File: src/rtl/timer_device_pkg.sv
// Shared constants and types for the bus-attached down-counting timer.
package timer_device_pkg;

  // Register index (Addr[3:2]) within the 12-byte window
  localparam logic [1:0] CTRL_IDX   = 2'd0;
  localparam logic [1:0] PRESET_IDX = 2'd1;
  localparam logic [1:0] COUNT_IDX  = 2'd2;

  // Mode encodings; 2 and 3 are reserved and act as one-shot
  localparam logic [1:0] MODE_ONESHOT = 2'd0;
  localparam logic [1:0] MODE_RELOAD  = 2'd1;

  // CTRL bit positions
  localparam int CTRL_EN_BIT   = 0;
  localparam int CTRL_MODE_LSB = 1;
  localparam int CTRL_MODE_MSB = 2;
  localparam int CTRL_IM_BIT   = 3;

  typedef struct packed {
    logic       im;
    logic [1:0] mode;
    logic       en;
  } ctrl_t;

  typedef enum logic [1:0] {
    IDLE = 2'd0,
    LOAD = 2'd1,
    CNT  = 2'd2,
    INT  = 2'd3
  } state_t;

endpackage

File: src/rtl/timer_device_if.sv
// Processor bus slice seen by the timer: PrAddr / PrWe / PrWD in, PrRD out.
interface timer_device_if;
  logic [31:0] Addr;
  logic        WE;
  logic [31:0] Din;
  logic [31:0] Dout;

  modport master (output Addr, output WE, output Din, input Dout);
  modport slave  (input Addr, input WE, input Din, output Dout);
endinterface

File: src/rtl/timer_device.sv
// Programmable down-counting timer with CTRL/PRESET/COUNT registers and one IRQ.
// Address decode, register file and FSM live together; the bus bridge is external.
module timer_device
  import timer_device_pkg::*;
#(
  parameter logic [31:0] BASE_ADDR = 32'h0000_7F00
) (
  input  logic           clk,
  input  logic           reset,
  timer_device_if.slave  bus,
  output logic           IRQ
);

  ctrl_t       ctrl;
  logic [31:0] preset;
  logic [31:0] count;
  state_t      state;
  logic        irq_pend;

  logic        sel;
  logic [1:0]  idx;
  logic        wr;

  // Window decode; byte-lane bits Addr[1:0] never affect the register index
  assign sel = (bus.Addr >= BASE_ADDR) && (bus.Addr <= (BASE_ADDR + 32'hB));
  assign idx = bus.Addr[3:2];
  assign wr  = sel && bus.WE;

  // Interrupt is a pure function of registered state, so reset clears it without glitching
  assign IRQ = ctrl.im & irq_pend;

  // Combinational read mux; unselected addresses return zero for the external PrRD mux
  always_comb begin
    bus.Dout = '0;
    if (sel) begin
      case (idx)
        CTRL_IDX:   bus.Dout = {28'b0, ctrl};
        PRESET_IDX: bus.Dout = preset;
        COUNT_IDX:  bus.Dout = count;
        default:    bus.Dout = '0;
      endcase
    end
  end

  // Counter FSM plus register writes; bus writes come last so they win over FSM updates
  always_ff @(posedge clk or negedge reset) begin
    if (!reset) begin
      ctrl     <= '0;
      preset   <= '0;
      count    <= '0;
      state    <= IDLE;
      irq_pend <= 1'b0;
    end else begin
      case (state)
        IDLE: begin
          if (ctrl.en) state <= LOAD;
        end
        LOAD: begin
          count <= preset;
          state <= CNT;
        end
        CNT: begin
          if (!ctrl.en) begin
            state <= IDLE;
          end else if (count == 32'd0) begin
            state    <= INT;
            irq_pend <= 1'b1;
          end else begin
            // Only decrements when nonzero, so COUNT never wraps
            count <= count - 32'd1;
          end
        end
        INT: begin
          if (ctrl.mode == MODE_RELOAD) begin
            irq_pend <= 1'b0;
            state    <= LOAD;
          end else begin
            // One-shot (and reserved modes): stop, leave interrupt pending
            ctrl.en <= 1'b0;
            state   <= IDLE;
          end
        end
        default: state <= IDLE;
      endcase

      if (wr && (idx == CTRL_IDX)) begin
        ctrl     <= ctrl_t'(bus.Din[3:0]);
        irq_pend <= 1'b0;
      end
      if (wr && (idx == PRESET_IDX)) begin
        preset <= bus.Din;
      end
    end
  end

endmodule

File: src/flat_wrapper.sv
// flat-port wrapper written by rule: the top's interface ports become plain ports
module timer_device_flat import timer_device_pkg::*;
#(
  parameter logic [31:0] BASE_ADDR = 32'h0000_7F00
)
  (clk, reset, IRQ, bus_Addr, bus_WE, bus_Din, bus_Dout);
  timer_device_if bus_i ();
  input  logic clk;
  input  logic reset;
  output logic IRQ;
  input wire logic [$bits(bus_i.Addr)-1:0] bus_Addr;
  input wire logic [$bits(bus_i.WE)-1:0] bus_WE;
  input wire logic [$bits(bus_i.Din)-1:0] bus_Din;
  output wire logic [$bits(bus_i.Dout)-1:0] bus_Dout;
  assign bus_i.Addr = bus_Addr;
  assign bus_i.WE = bus_WE;
  assign bus_i.Din = bus_Din;
  assign bus_Dout = bus_i.Dout;
  timer_device #(.BASE_ADDR(BASE_ADDR)) u_core (.clk(clk), .reset(reset), .bus(bus_i), .IRQ(IRQ));
endmodule
File: config.mk
export PLATFORM = sky130hd
export DESIGN_NAME = timer_device_flat
export DESIGN_NICKNAME = d
export VERILOG_FILES = /design/src/rtl/timer_device_pkg.sv /design/src/rtl/timer_device_if.sv /design/src/rtl/timer_device.sv /design/src/flat_wrapper.sv
export SDC_FILE = /design/constraint.sdc
export NUM_CORES = 1
export LEC_CHECK = 0
export CORE_MARGIN = 5
export CORE_UTILIZATION = 45
export DETAILED_ROUTE_END_ITERATION = 6
export PLACE_DENSITY_LB_ADDON = 0.25
export SYNTH_ARGS = -nofsm -noshare
export SYNTH_HDL_FRONTEND = slang
export SYNTH_SLANG_ARGS = --single-unit
File: constraint.sdc
create_clock -name clk -period 4.1 [get_ports clk]
set_input_delay 1.23 -clock clk [delete_from_list [all_inputs] [get_ports clk]]
set_output_delay 1.23 -clock clk [all_outputs]
set_load 0.02 [all_outputs]
* After elaboration in Yosys (flattened, before gate mapping)
Index checks and enable logic that the tools add are counted.
Storage, ports and cells: register bits after elaboration 71, output and inout bits 33, logic and storage cells 57
Cells by class: $add $sub $neg 1, order comparisons 2, equal/unequal tests 14, multiplexer cells 18, bitwise gates (word level) 1, reductions and logical operators 14
Operator list (number):
- 32-bit two-way mux | 3
- 32-bit case mux with 3 select lines | 1
- 32-bit case mux with 2 select lines | 1
- 32-bit by 15-bit >= comparator with 1-bit output, second input constant | 1
- 32-bit by 15-bit <= comparator with 1-bit output, second input constant | 1
- 32-bit logical NOT | 1
- 32-bit by 1-bit subtractor with 32-bit output, second input constant | 1
- 3-bit by 1-bit != test with 1-bit output, second input constant | 3
- 1-bit two-way mux | 8
- 2-bit case mux with 4 select lines | 1
- 2-bit by 1-bit == test with 1-bit output, second input constant | 3
- 2-bit == test, second input constant | 3
- 2-bit two-way mux | 3
- 1-bit logical AND | 4
- 2-bit logical NOT | 2
- 2-bit by 1-bit != test with 1-bit output, second input constant | 2
- 2-bit != test, second input constant | 2
- 2-bit AND reduction | 2
- 4-bit AND reduction | 1
- 2-bit nonzero test | 2
- 3-bit != test, second input constant | 1
- 3-bit AND reduction | 1
- 3-bit nonzero test | 1
- 1-bit case mux with 2 select lines | 1
- 1-bit AND | 1

* Longest topological paths before layout
word-level depth 6, gate-level depth with buffers 8

* Least setup slack after synthesis
Ideal clock, no wire load.
path type input -> output, start in bus_Addr[2], end out bus_Dout[11], data arrival time 2726 ps, slack 144 ps, stages 6, path buffers 2, cell sequence clkbuf_1 inv_1 nor2_1 clkbuf_1 a22oi_1 nor2_1
Between the ends: cells in the longest elaborated chain, start to end 3
Ends and longest elaborated chain:
- from (decl) | RTL line flat_wrapper.sv:11 | input wire logic [$bits(bus_i.Addr)-1:0] bus_Addr;
- 32-bit by 15-bit >= comparator with 1-bit output, or another cell as far along | RTL line timer_device.sv:25 | assign sel = (bus.Addr >= BASE_ADDR) && (bus.Addr <= (BASE_ADDR + 32'hB));
- 1-bit logical AND or 32-bit case mux with 3 select lines (tied branches) | RTL line timer_device.sv:25, timer_device.sv:36
- 32-bit two-way mux * | RTL line timer_device.sv:35 | if (sel) begin
- to (decl) | RTL line flat_wrapper.sv:14 | output wire logic [$bits(bus_i.Dout)-1:0] bus_Dout;
Mark *: on every way between the ends. The rest lies on a longest branch, timed or not.

* Final worst setup path
start in bus_Addr[24], end out bus_Dout[11]
Between the ends: cells in the longest elaborated chain, start to end 3
Ends and longest elaborated chain (RTL line):
- 32-bit by 15-bit >= comparator with 1-bit output or 32-bit by 15-bit <= comparator with 1-bit output (tied branches) | timer_device.sv:25
- 1-bit logical AND * | timer_device.sv:25
- 32-bit two-way mux * | timer_device.sv:35
Marked as above.

==> out/metrics.yaml <==
status: "completed"
netlist_area_sq_mm: 0.004325
layout-drive-gt1-share_pct: 30.18
mostFrequentLayoutCell: "dfrtp_1"
cts_made_buffers: 9
start_util_pct: 46.37
avgSynthCellArea_sq_um: 9.262
p_leak_nw: 2.550
routed_via_density: 6.272
vias: 4384
synth-seq-area-share_pct: 41.08
wl_per_cell_microns: 20.08
design_area_sq_mm: 0.006085
post-place-ws_ps: -654.4
slew_violations: 0
cts_hold_buf: 0
place_congestion: 0.9007
synth_top_area_share_pct: 41.08
final_util_pct: 65.23
postRouteAntennaNets: 0
die_area_sq_mm: 0.01167
drt_iter0_drc: 389
grt_pass1_vias: 4365
fin_worst_skew_ps: 15.70
grt_max_degree: 38
path_buf_inv: 4
grt_pass1_wl_microns: 22640
slew_headroom_pct: 31.88
min-delay-path-class: "reg2reg"
first_pass_iters: 5
num_io_pins: 100
crit_path_frequent_cell: "buf_6"
gr-total-overflow: 0
final_nets: 637
drv_cap: 0
start_kind: "input pin"
layout_setup_ws_ps: 32.10
required_ps: 2870
worstSetupPathType: "in2out"
fin_crit_ps: 4068
crit_arrival_ps: 2840
reg2regPathDepth: 7
yosysTopAreaCell: "dfrtp_1"
antenna_found_initial: 0
ir_drop_v: 0.0001793
fp.dieH_microns: 108.0
period_share_pct: 99.22
clk_pin_slew_worst_paths_ps: 70
ys_types: 59
power.density_mw_per_mm2: 255.6
timing.rr.end: "u_core.count[28]"
synth_area_leaders: "dfrtp_1 (41%), mux2_2 (9.4%), a22oi_1 (5.0%)"
dp_hpwl_microns: 9053
synth_flop_cell: "dfrtp_1"
r2r_setup_slack_ps: 1220
cts.htree.levels: 3
final.setup.tns_ps: 0
fmax_ghz: 0.2458
crit_family: "simple AND/OR/NAND/NOR gates"
cp_max_fo: 5
drc: 0
syn-num-nets: 539
netlist_instances: 467
hold_end: "u_core.preset[20]"
synth_enable_flop_cells: 0
cts_root_buf: "clkbuf_8"
worstHoldStart: "u_core.preset[20]"
wirelength_microns: 14040
numClockSinks: 71
cts_tree: "yes"
die_w_microns: 108.0
holdPathStages: 1
mostFrequentLayoutCells: "dfrtp_1 (71), mux2_2 (36), clkdlybuf4s50_1 (34)"
critical_path.endpoint_type: "output pin"
placed_cell_area_sq_mm: 0.005460
ys_ff_latch: 71
track_usage_pct: 24.47
insertion_delay_ps: 360
yosysWarnings: 0
area_delta_synth_final_pct: 40.67
r2r_start: "u_core.state[0]"
setup_viol: 0
async_reset_ff_share_pct: 100.0
crit_slowest_cell: "or4_4"
max_slew.worst_pin.slew_ps: 1018
cts.path.max_buffers: 2
num_rows: 35
timing.final.hold_violations: 0
core_sq_mm: 0.009328
critical_path.cell_chain: "dlygate4sd2_1 -> nor4_1 -> nand4_1 -> or4_4 -> buf_6 -> buf_16 -> nor2_4 -> buf_6"
diodes: 0
io_buffers: 97
hold_ws_ps: 543.6
max_stage_delay_ps: 530
[registers in the layout, indices dropped and copies added (netlist names)]
signal and count:
u_core.preset 32, u_core.state 2, u_core.count 32, u_core.irq_pend 1
u_core.ctrl 4
[cell usage after synthesis, types with 13 or more instances]
master and count:
a21oi_1 20, a22oi_1 29, clkbuf_1 34, dfrtp_1 71
mux2_2 36, nand2_1 18, nor2_1 54, nor3_1 13
nor4_1 15, o21ai_0 14, o22ai_1 18, or3_1 15
or4_1 15
[area by class of cell]
cell class | count | area, sq um
Clock inverter | 7 | 97.59
Fill cell | 767 | 3243
Clock buffer | 9 | 123.9
Sequential cell | 71 | 1777
Multi-Input combinational cell | 348 | 2615
Tap cell | 129 | 161.4
Timing Repair Buffer | 125 | 1272
Inverter | 10 | 37.54
[per-stage QoR]
| stage | total power [mW] | instances |
|---|---|---|
| 5_1_grt | 1.612 | 699 |
| 3_3_place_gp | 0.9321 | 673 |
| 6_report | 1.555 | 699 |
| 3_5_place_dp | 0.9343 | 673 |
| 4_1_cts | 1.557 | 699 |
| 2_1_floorplan | 0.8200 | 467 |
[power breakdown]
group	total, mW	switching (mW)	internal [mW]
combinational	0.204	0.118	0.0854
clock	0.638	0.295	0.343
sequential	0.713	0.00829	0.705
[metal layers]
metal,GRT usage (%),wire (microns),up-vias
li1,-,-,1999
met1,32.97,5915,2140
met2,39.03,6613,215
met3,5.134,1139,30
met4,8.837,367,0
met5,0,0,-
[worst max-delay path by stage]
stage	from	endpoint	slack, ps	cells after the start
detailed placement	bus_Addr[7]	bus_Dout[17]	-650	7
finish	bus_Addr[24]	bus_Dout[11]	30	8
global placement	bus_Addr[7]	bus_Dout[29]	-630	7
global route	bus_Addr[24]	bus_Dout[17]	-30	8
floorplan	bus_Addr[2]	bus_Dout[11]	140	6
CTS	bus_Addr[29]	bus_Dout[31]	-40	8
[logic make-up after synthesis]
kind of cell	after synthesis	share of synthesized area [%]
DFF	71	41.08
adders and majority gates	5	1.446
AOI/OAI and AO/OA	127	20.63
xor gates and xnor gates	3	0.6076
and+or+nand+nor	171	21.15
muxes	42	10.76
buffers and inverters	48	4.339
[repair_timing]
action,CTS,global route
cloned,6,0
endpoints found under the setup margin,32,32
endpoints found under the hold margin,0,0
pin swaps,26,13
buffers inserted,4,0
gates resized for setup,284,36
Note: power is estimated with default switching activity, not from simulation.
==> RTL change: new RTL, config.mk and constraints unchanged <==
Register the output `IRQ`, cleared by the reset; this adds one clock of latency there. The other outputs are not delayed to match.
--- a/src/rtl/timer_device.sv
+++ b/src/rtl/timer_device.sv
@@ -27,7 +27,13 @@
   assign wr  = sel && bus.WE;
 
   // Interrupt is a pure function of registered state, so reset clears it without glitching
-  assign IRQ = ctrl.im & irq_pend;
+  always_ff @(posedge clk or negedge reset) begin
+    if (!reset) begin
+      IRQ <= '0;
+    end else begin
+      IRQ <= ctrl.im & irq_pend;
+    end
+  end
 
   // Combinational read mux; unselected addresses return zero for the external PrRD mux
   always_comb begin
Formal check against the unedited RTL: not equivalent (Yosys sat finds a counterexample within 10 cycles, from zero or initial values and one cycle with reset low).
==> RTL change against the unedited design <==
Wire length shrank 6.7%. Sequential share of layout area up 0.24 points. Setup slack lost 19 ps. First-iteration DRC count down 7.5%. Combinational power decreased by 50%. Area after synthesis grew 0.40%. Highest routed layer unchanged. Maximum frequency fell by 0.46%. Register-to-register slack worse by 250 ps. Clock skew increased by 2.7 ps. Total power shrank 11%. Sequential cell count up 1. Design area increased by 0.58%. Final cell count down 1.6%.
==> RTL change: results (changes against the unedited design) <==
status = finished, final reports clean (unchanged)
initial antenna violation count = 0 (unchanged)
Worst Reg-to-Reg Cells = 8 (was 7)
Slowest cell on crit path = clkdlybuf4s50_1 (was or4_4)
FFs w/ async S/R, synth = 1.00 (unchanged)
mux contribution to synthesized area = 0.122 (was 0.108)
compound-gate portion of the synthesized area = 0.205 (was 0.206)
fraction of layout cells with a size suffix above 1 = 0.277 (was 0.302)
ant diodes = 0 (unchanged)
Lkg Pwr = 2.70 nW (was 2.55 nW)
Routability Congestion = 0.848 (was 0.901)
Seq/Total Area, Yosys = 0.415 (was 0.411)
Vias/cell = 5.93 (was 6.27)
CP arrival = 2860 ps (was 2840 ps)
top cells by area, synth = dfrtp_1 41%, mux2_2 8.8%, a22oi_1 6.1% (was dfrtp_1 41%, mux2_2 9.4%, a22oi_1 5.0%)
drt pass-1 iters = 5 (unchanged)
adder-cell share of the synthesized area = 0.0144 (was 0.0145)
# H-tree levels = 3 (unchanged)
commonest cells in the netlist = 72 x dfrtp_1, 52 x nor2_1, 35 x a22oi_1 (was 71 x dfrtp_1, 54 x nor2_1, 36 x mux2_2)
Num CTS Buffers = 9 (unchanged)
Post-Synth XOR/XNOR Area = 0 (was 0.00607)
CTS Root Cell = clkbuf_8 (unchanged)
global-route wire length before repair = 20300 µm (was 22600 µm)
slowest stage delay, CP = 460 ps (was 530 ps)
routed length per instance = 19.0 µm (was 20.1 µm)
Hold Path Class = register to register (unchanged)
clock buffer depth = 2 (unchanged)
Worst VDD drop = 0.000171 V (was 0.000179 V)
clock edge transition at the registers on the reported setup and hold paths = 80 ps
Max-slew headroom = 0.366 (was 0.319)
syn nets = 531 (was 539)
Yosys cell types = 61 (was 59)
crit-path leading delay family = buffers and inverters (was simple AND/OR/NAND/NOR gates)
Placed Instance Area = 0.00548 mm² (was 0.00546 mm²)
synth warn = 0 (unchanged)
Final HPWL DP = 8370 µm (was 9050 µm)
hold path depth = 1 (unchanged)
Top Registers = u_core.count x32, u_core.preset x32, u_core.ctrl x4 (unchanged)
Synth Flop Type = dfrtp_1 (unchanged)
Port Buffer Count = 97 (unchanged)
critical-path maximum fanout = 8 (was 5)
clock skew = 18.4 ps (was 15.7 ps)
final net count = 627 (was 637)
largest net degree at the start of global routing = 39 (was 38)
1st-iter DRT viols = 360 (was 389)
GRT Total Usage = 0.216 (was 0.245)
vias in the first global route = 3974 (was 4365)
## RTL change: per-stage QoR
| stage | power (mW) | utilization | instances | worst slack [ps] |
|---|---|---|---|---|
| final | 1.38 | 0.656 | 688 | 13.1 |
| after global routing | 1.43 | 0.656 | 688 | -31.2 |
| after CTS | 1.39 | 0.614 | 685 | -3.26 |
| after detailed placement | 0.826 | 0.588 | 667 | -537 |
| after global placement | 0.825 | 0.588 | 667 | -514 |
| after floorplan | 0.739 | - | 459 | 236 |
## RTL change: cell type report
type | instances | area (µm²)
clock buffers | 10 | 138
flip-flops and latches | 72 | 1800
clock inverters | 5 | 57.6
fillers | 745 | 3210
inverters | 8 | 30.0
well taps | 129 | 161
repair buffers | 121 | 1340
multi-input cells | 343 | 2600
## RTL change: what timing repair did
action,in CTS,in global routing
gates resized for setup,183,86
pin swaps,3,15
setup buffers,1,0
cloned,2,3
setup endpoints to repair,32,32
## RTL change: per-layer routing
layer / part of all wire / wire, µm / vias to the layer above / GRT usage
met5: 0 / 0 / - / 0
met4: 0.0072 / 94 / 0 / 0.0514
met3: 0.067 / 872 / 8 / 0.0436
met2: 0.47 / 6170 / 144 / 0.339
met1: 0.45 / 5950 / 1985 / 0.307
li1: - / - / 1946 / -
## RTL change: power by group
part | switching, mW | total (mW) | internal, mW
logic | 0.0406 | 0.103 | 0.0628
registers | 0.000000808 | 0.710 | 0.710
clock network | 0.277 | 0.570 | 0.293
## RTL change: logic make-up after synthesis
logic type / count (synthesis)
buffers and inverters: 44
AOI/OAI and AO/OA: 126
adders and majority gates: 5
and+or+nand+nor: 164
DFF: 72
muxes: 48
## RTL change: path summary, 6_finish.rpt
| path | slack [ps] | start | end |
|---|---|---|---|
| max reg2reg | 970 | u_core.count[0] | u_core.count[26] |
| min in group asynchronous | 980 | reset | u_core.count[18] |
| min | 530 | u_core.ctrl[3] | u_core.IRQ |
| max in group asynchronous | 2440 | reset | u_core.ctrl[1] |
| max | 10 | bus_Addr[10] | bus_Dout[14] |
| min reg2reg | 530 | u_core.ctrl[3] | u_core.IRQ |
